File: src/rtl/tjmono_ab_scheduler_pkg.sv
// Shared definitions for the TJ-Monopix A/B readout scheduler:
// FSM state encoding, MODE codes and flavor constants.
package tjmono_ab_scheduler_pkg;

    typedef enum logic [1:0] {
        ST_IDLE    = 2'd0,
        ST_HOLDOFF = 2'd1,
        ST_GRANT   = 2'd2
    } state_e;

    localparam logic [1:0] MODE_A_ONLY = 2'b00;
    localparam logic [1:0] MODE_B_ONLY = 2'b01;
    localparam logic [1:0] MODE_RR     = 2'b10;
    localparam logic [1:0] MODE_RR_ALT = 2'b11;

    localparam logic FLAV_A = 1'b0;
    localparam logic FLAV_B = 1'b1;

    // Returns {allow_b, allow_a}; the spare code 11 behaves as round-robin.
    function automatic logic [1:0] mode_allow(input logic [1:0] mode);
        logic [1:0] allow;
        case (mode)
            MODE_A_ONLY: allow = 2'b01;
            MODE_B_ONLY: allow = 2'b10;
            default:     allow = 2'b11;
        endcase
        return allow;
    endfunction

endpackage

File: src/rtl/tjmono_ab_scheduler_tok_sync.sv
// Two-flop synchronizer for one raw chip token into the CLK40 domain.
module tjmono_tok_sync (
    input  logic CLK,
    input  logic RST_N,
    input  logic D,
    output logic Q
);

    logic meta_q;
    logic sync_q;

    always_ff @(posedge CLK or negedge RST_N) begin
        if (!RST_N) begin
            meta_q <= 1'b0;
            sync_q <= 1'b0;
        end else begin
            meta_q <= D;
            sync_q <= meta_q;
        end
    end

    assign Q = sync_q;

endmodule

File: src/rtl/tjmono_ab_scheduler.sv
// Round-robin scheduler sharing one readout receiver between flavors A and B.
// Optional statistics counters are built only when TJMONO_AB_STATS_EN is defined.
//
//   state   | meaning
//   IDLE    | no grant; pick the next flavor from synchronized tokens and MODE
//   HOLDOFF | SEL just toggled; token and strobes blocked while the mux settles
//   GRANT   | receiver owned by SEL until RX_FREEZE falls or the grant times out
module tjmono_ab_scheduler
    import tjmono_ab_scheduler_pkg::*;
#(
    parameter int HOLDOFF   = 4,
    parameter int MAX_GRANT = 1024,
    parameter int CNT_WIDTH = 16
) (
    input  logic                 CLK,
    input  logic                 RST_N,
    input  logic                 ENABLE,
    input  logic [1:0]           MODE,
    input  logic                 TOK_A,
    input  logic                 TOK_B,
    input  logic                 RX_READ,
    input  logic                 RX_FREEZE,
    output logic                 TOK_OUT,
    output logic                 SEL,
    output logic                 READ_A,
    output logic                 READ_B,
    output logic                 FREEZE_A,
    output logic                 FREEZE_B,
    output logic                 BUSY,
    output logic [CNT_WIDTH-1:0] SWITCH_CNT,
    output logic [CNT_WIDTH-1:0] TIMEOUT_CNT
);

    localparam int GW = $clog2(MAX_GRANT + 1);

    logic          t_a;
    logic          t_b;
    state_e        state_q;
    logic          sel_q;
    logic          pri_q;
    logic          tok_out_q;
    logic [7:0]    hold_q;
    logic [GW-1:0] grant_q;
    logic          frz_seen_q;

    tjmono_tok_sync u_sync_a (.CLK(CLK), .RST_N(RST_N), .D(TOK_A), .Q(t_a));
    tjmono_tok_sync u_sync_b (.CLK(CLK), .RST_N(RST_N), .D(TOK_B), .Q(t_b));

    logic [1:0] allow;
    logic       cand_a;
    logic       cand_b;
    logic       has_cand;
    logic       want;
    logic       do_switch;
    logic       frz_done;
    logic       grant_to;
    logic       grant_exit;
    logic       in_grant;

    assign allow      = mode_allow(MODE);
    assign cand_a     = t_a & allow[0];
    assign cand_b     = t_b & allow[1];
    assign has_cand   = cand_a | cand_b;
    assign want       = (cand_a & cand_b) ? pri_q : (cand_b ? FLAV_B : FLAV_A);
    assign do_switch  = (state_q == ST_IDLE) & ENABLE & has_cand & (want != sel_q);
    // The timeout is armed only until the first freeze; a freeze is never cut.
    assign frz_done   = frz_seen_q & ~RX_FREEZE;
    assign grant_to   = ~frz_seen_q & ~RX_FREEZE & (grant_q == GW'(MAX_GRANT - 1));
    assign in_grant   = (state_q == ST_GRANT);
    assign grant_exit = in_grant & (frz_done | grant_to);

    always_ff @(posedge CLK or negedge RST_N) begin
        if (!RST_N) begin
            state_q    <= ST_IDLE;
            sel_q      <= FLAV_A;
            pri_q      <= FLAV_A;
            tok_out_q  <= 1'b0;
            hold_q     <= 8'd0;
            grant_q    <= '0;
            frz_seen_q <= 1'b0;
        end else begin
            case (state_q)
                ST_IDLE: begin
                    tok_out_q <= 1'b0;
                    if (ENABLE && has_cand) begin
                        if (do_switch) begin
                            sel_q   <= want;
                            hold_q  <= 8'(HOLDOFF);
                            state_q <= ST_HOLDOFF;
                        end else begin
                            grant_q    <= '0;
                            frz_seen_q <= 1'b0;
                            state_q    <= ST_GRANT;
                        end
                    end
                end
                ST_HOLDOFF: begin
                    tok_out_q <= 1'b0;
                    hold_q    <= hold_q - 8'd1;
                    if (hold_q == 8'd1) begin
                        grant_q    <= '0;
                        frz_seen_q <= 1'b0;
                        state_q    <= ST_GRANT;
                    end
                end
                ST_GRANT: begin
                    if (grant_exit) begin
                        tok_out_q <= 1'b0;
                        pri_q     <= ~sel_q;
                        state_q   <= ST_IDLE;
                    end else begin
                        tok_out_q <= sel_q ? t_b : t_a;
                        if (!frz_seen_q) grant_q <= grant_q + GW'(1);
                        if (RX_FREEZE) frz_seen_q <= 1'b1;
                    end
                end
                default: begin
                    tok_out_q <= 1'b0;
                    state_q   <= ST_IDLE;
                end
            endcase
        end
    end

    assign TOK_OUT  = tok_out_q;
    assign SEL      = sel_q;
    assign BUSY     = (state_q != ST_IDLE);
    assign READ_A   = in_grant & (sel_q == FLAV_A) & RX_READ;
    assign READ_B   = in_grant & (sel_q == FLAV_B) & RX_READ;
    assign FREEZE_A = in_grant & (sel_q == FLAV_A) & RX_FREEZE;
    assign FREEZE_B = in_grant & (sel_q == FLAV_B) & RX_FREEZE;

`ifdef TJMONO_AB_STATS_EN
    logic [CNT_WIDTH-1:0] switch_cnt_q;
    logic [CNT_WIDTH-1:0] timeout_cnt_q;

    always_ff @(posedge CLK or negedge RST_N) begin
        if (!RST_N) begin
            switch_cnt_q  <= '0;
            timeout_cnt_q <= '0;
        end else begin
            if (do_switch && (switch_cnt_q != '1)) switch_cnt_q <= switch_cnt_q + 1'b1;
            if (in_grant && grant_to && (timeout_cnt_q != '1)) timeout_cnt_q <= timeout_cnt_q + 1'b1;
        end
    end

    assign SWITCH_CNT  = switch_cnt_q;
    assign TIMEOUT_CNT = timeout_cnt_q;
`else
    assign SWITCH_CNT  = '0;
    assign TIMEOUT_CNT = '0;
`endif

endmodule

File: config.mk
export PLATFORM = sky130hd
export DESIGN_NAME = tjmono_ab_scheduler
export DESIGN_NICKNAME = d
export VERILOG_FILES = /design/src/rtl/tjmono_ab_scheduler_pkg.sv /design/src/rtl/tjmono_ab_scheduler_tok_sync.sv /design/src/rtl/tjmono_ab_scheduler.sv
export SDC_FILE = /design/constraint.sdc
export NUM_CORES = 1
export LEC_CHECK = 0
export ABC_AREA = 1
export CORE_ASPECT_RATIO = 1.25
export CORE_UTILIZATION = 53
export DETAILED_ROUTE_END_ITERATION = 10
export PLACE_DENSITY = 0.86
export SYNTH_ARGS = -nofsm -noshare
export SYNTH_HDL_FRONTEND = slang
export SYNTH_SLANG_ARGS = --single-unit
File: constraint.sdc
create_clock -name CLK -period 3.4 [get_ports CLK]
set_input_delay 1.02 -clock CLK [delete_from_list [all_inputs] [get_ports CLK]]
set_output_delay 1.02 -clock CLK [all_outputs]
set_load 0.005 [all_outputs]
* After elaboration in Yosys (flattened, before gate mapping)
Cells that the tools add are included.
** Storage, ports and cells
- Bits in registers :: 29
** Operators by class
- Add/subtract/negate cells :: 2
- Equal/unequal tests :: 14
- Mux-type cells :: 26
- Bitwise logic cells :: 21
- Reductions and logical operators :: 12
** Operators by type and width (number)
- 2-to-1 mux 11 bit :: 5
- one-hot mux 11 bit (3 select lines) :: 1
- AND 1 bit :: 16
- 2-to-1 mux 8 bit :: 2
- one-hot mux 8 bit (2 select lines) :: 1
- inequality test 2 bit (second input constant) :: 7
- AND reduction 6 bit :: 2
- adder 11 x 1 -> 11 bit (second input constant) :: 1
- equality test 11 x 10 -> 1 bit (second input constant) :: 1
- 2-to-1 mux 1 bit :: 10
- AND reduction 3 bit :: 3
- equality test 8 x 1 -> 1 bit (second input constant) :: 1
- 2-to-1 mux 2 bit :: 4
- subtractor 8 x 1 -> 8 bit (second input constant) :: 1
- one-hot mux 2 bit (3 select lines) :: 1
- equality test 2 x 1 -> 1 bit (second input constant) :: 2
- zero test 2 bit :: 2
- one-hot mux 2 bit (2 select lines) :: 1
- nonzero test 2 bit :: 2
- inverter 1 bit :: 3
- one-hot mux 1 bit (3 select lines) :: 1
- nonzero test 3 bit :: 1
- equality test 2 bit (second input constant) :: 1
- inequality test 2 x 1 -> 1 bit (second input constant) :: 1
- 4 further kinds :: 5

* Depth between registers and ports, before layout
- Depth in word-level cells :: 10
- Gate-level depth with buffers :: 12
- Mapped depth without buffers :: 11

* Modules after synthesis
From an unflattened synthesis, not the netlist that was laid out.
** Second synthesis, totals
- Cell total of the unflattened synthesis :: 264
- Area, all modules :: 1914.3 um^2
** Modules (own cells, without submodules)
- tjmono_ab_scheduler :: times used 1, cells an instance 260, area each 1814.2 um^2, sequential area each 625.6 um^2
- tjmono_tok_sync :: times used 2, cells an instance 2, area each 50.0 um^2, sequential area each 50.0 um^2

* Worst setup path after synthesis
No wires, ideal clock.
- Kind :: in2out
- Start :: in RX_FREEZE
- End :: out FREEZE_A
- Arrival :: 1262 ps
- Setup slack :: 1118 ps
- Cell stages on the path :: 2
- Path buffers :: 0
- Cells stage by stage :: inv_1 -> nor3_1
** On the way
- Cells in the longest elaborated chain, start to end :: 1
** RTL lines
- from (decl) :: line tjmono_ab_scheduler.sv:22 : input logic RX_FREEZE,
- AND 1 bit :: line tjmono_ab_scheduler.sv:130 : assign FREEZE_A = in_grant & (sel_q == FLAV_A) & RX_FREEZE;
- to (decl) :: line tjmono_ab_scheduler.sv:27 : output logic FREEZE_A,
No other way between the ends.

* Worst setup path after layout
Ends and elaborated chain as after synthesis.

==> results_dict.tcl <==
set metrics [dict create \
    status "finished, final reports clean" \
    h-tree-depth 2 \
    hold_path.class "reg -> reg" \
    cts.path.max_buffers 2 \
    vias_per_cell 5.003 \
    post_drt_wl_per_cell_um 11.36 \
    vias 1581 \
    drt_iter0_drc 38 \
    clock_sinks 29 \
    drv_slew 0 \
    fill_cells 333 \
    cap_violations 0 \
    wl_met2_mm 1.942 \
    p_leak_nw 1.028 \
    crit_path_start_kind "input port" \
    die_h_um 69.61 \
    gp_congestion 0.8019 \
    yosys_register_bits 29 \
    grt_pass1_wl_mm 6.230 \
    fin_setup_tns_ns 0 \
    synthTopCellsByArea "dfrtp_1 (37%), buf_4 (13%), nand2_1 (12%)" \
    drc_errors 0 \
    synth.largest_area_cell "dfrtp_1" \
    fmaxAchievable_mhz 303.5 \
    port_buffers 15 \
    grt.overflow.total 0 \
    rsz0062_at_grt "no" \
    endpoint_kind "primary output" \
    utilization_pct 59.81 \
    final_antenna_net_count 0 \
    area_growth_pct 7.489 \
    ys_warn_count 0 \
    wl_met3_um 129 \
    cp_max_fo 4 \
    syn_area_per_cell_um2 7.512 \
    clk_pin_slew_worst_paths_ns 0.05 \
    netlist_instances 258 \
    wl_mm 3.591 \
    peakVddDrop_uv 348.1 \
    rows 24 \
    clock-root-buffer "clkbuf_8" \
    drt-met1-wl_mm 1.468 \
    dp_hpwl_mm 2.565 \
    cts_tree "yes" \
    layout_worst_path_cycle_share_pct 96.92 \
    antenna_found_initial 0 \
    worst_clock_skew_ns 0.007269 \
    grt_pass1_vias 1481 \
    clk_latency_ns 0.29 \
    hold_viol 0 \
    dieArea_mm2 0.003904 \
    fp.coreArea_mm2 0.003483 \
    first_pass_iters 4 \
    initial_core_util_pct 55.64 \
    dp_cells 309 \
    ys_seq_area_share_pct 37.44 \
    synth_top_area_share_pct 37.44 \
    grt_usage_pct 20.16 \
    required_ns 2.38 \
    cts_hold_buf 0 \
    fin_cells 316 \
    grt_max_degree 30 \
    nNetsFinal 289 \
    layout-drive-gt1-share_pct 10.83 \
    worst-setup-path-type "in -> out" \
    antennaDiodeCount 0 \
    maxUsedRoutingLayer "met4" \
    synth_cell_types 28 \
    cts_buffers 5 \
    power_density_mw_per_mm2 322.2 \
    cp_data_arrival_time_ns 2.28 \
    num_io_pins 48 \
    setup_viol 0 \
    layout_min_cycle_time_ns 3.295 \
    synth_area_mm2 0.001938 \
    die_w_um 56.09 \
]
==> layout by cell type (no fill, tap or decap), types with 2 or more instances in the layout <==
master | netlist | final
inv_1 | 24 | 24
nor3_1 | 5 | 3
nand4_1 | 2 | 2
clkbuf_8 | 0 | 6
o22ai_1 | 4 | 4
ha_1 | 3 | 3
nor2_1 | 23 | 23
nor3_2 | 0 | 2
dfrtp_1 | 29 | 29
o21a_1 | 2 | 2
clkdlybuf4s50_1 | 0 | 15
conb_1 | 1 | 32
xor2_1 | 5 | 5
nand3_1 | 21 | 21
nand2_2 | 6 | 6
nand2_1 | 64 | 64
a21oi_1 | 7 | 7
nor2_4 | 2 | 2
nor2_2 | 2 | 2
buf_4 | 33 | 2
o21ai_0 | 10 | 10
inv_2 | 4 | 4
==> timing repair <==
action | 4_1_cts | 5_1_grt
setup endpoints to repair | 0 | 2
setup buffers | 0 | 0
gates resized for setup | 0 | 2
==> logic make-up after synthesis <==
| family | synth area share, % |
|---|---|
| AO/OA/AOI/OAI | 9.038 |
| XOR/XNOR | 2.259 |
| other | 0.1935 |
| adder cells (fa/ha/maj) | 1.937 |
| AND/OR/NAND/NOR | 29.18 |
| buffers and inverters | 19.95 |
| flip-flops | 37.44 |
==> worst paths after layout <==
| check | from | to | slack (ns) | cells past startpoint |
|---|---|---|---|---|
| worst max-delay path | RX_FREEZE | FREEZE_A | 0.10 | 4 |
| worst min-delay path | u_sync_b.meta_q | u_sync_b.Q | 0.35 | 0 |
| worst max register to register | grant_q[0] | grant_q[1] | 1.44 | 10 |
| worst min register to register | u_sync_b.meta_q | u_sync_b.Q | 0.35 | 0 |
| max in group asynchronous | RST_N | SEL | 2.01 | 2 |
| min in group asynchronous | RST_N | grant_q[7] | 1.12 | 2 |
==> per-stage QoR <==
| stage | setup slack, ns | total power, mW | instance area [um^2] | hold slack, ns |
|---|---|---|---|---|
| floorplan | 1.118 | 0.3977 | 2054 | 0.3312 |
| global placement | 0.09697 | 0.3896 | 1987 | 0.3374 |
| detailed placement | 0.07233 | 0.3904 | 1987 | 0.3420 |
| CTS | 0.07164 | 0.6768 | 2073 | 0.3548 |
| global route | 0.0002072 | 0.6952 | 2083 | 0.3705 |
| finish | 0.1048 | 0.6713 | 2083 | 0.3527 |
==> state kept, by name (all words and copies together), names as in the netlist <==
signal           cells
grant_q             11
hold_q               8
state_q              2
SEL                  1
TOK_OUT              1
frz_seen_q           1
pri_q                1
u_sync_a.Q           1
u_sync_a.meta_q      1
u_sync_b.Q           1
u_sync_b.meta_q      1
==> power by group <==
group / internal [mW] / total [mW] / switching, mW
clock network: 0.160 / 0.286 / 0.126
logic: 0.0119 / 0.0362 / 0.0243
registers: 0.348 / 0.349 / 0.00119
total: 0.520 / 0.671 / 0.152
==> cell usage after synthesis <==
cell,count
nor3_1,5
a21oi_2,1
nand4_1,2
o21ai_0,10
nand3_2,1
a21oi_1,7
o21a_1,2
nor2_4,2
nor2_1,23
nand3_1,21
nand2_1,64
nand2_2,6
o21ai_2,1
dfrtp_1,29
nor2_2,2
o22ai_1,4
a21oi_4,1
a31o_2,1
conb_1,1
inv_2,4
ha_1,3
or2_2,1
inv_1,24
o21bai_1,1
nor3b_1,1
buf_6,3
buf_4,33
xor2_1,5
==> cell type report <==
| type | count | area (um^2) | share of cell area, % |
|---|---|---|---|
| Tap cell | 39 | 48.80 | 2.342 |
| Timing Repair Buffer | 17 | 165.2 | 7.928 |
| Multi-Input combinational cell | 196 | 952.2 | 45.71 |
| Sequential cell | 29 | 725.7 | 34.83 |
| Clock buffer | 7 | 86.33 | 4.144 |
| Inverter | 28 | 105.1 | 5.045 |
==> metal layers <==
| layer | vias up | global-route usage (%) |
|---|---|---|
| met3 | 5 | 6.716 |
| li1 | 787 | - |
| met2 | 32 | 35.32 |
| met4 | 0 | 7.588 |
| met1 | 757 | 22.34 |
| met5 | - | 0 |
==> worst max-delay path, stage by stage <==
cell,delay [ns]
clkdlybuf4s50_1,0.49
inv_1,0.10
nor3_2,0.15
clkdlybuf4s50_1,0.52
(Power assumes the default switching activity.)
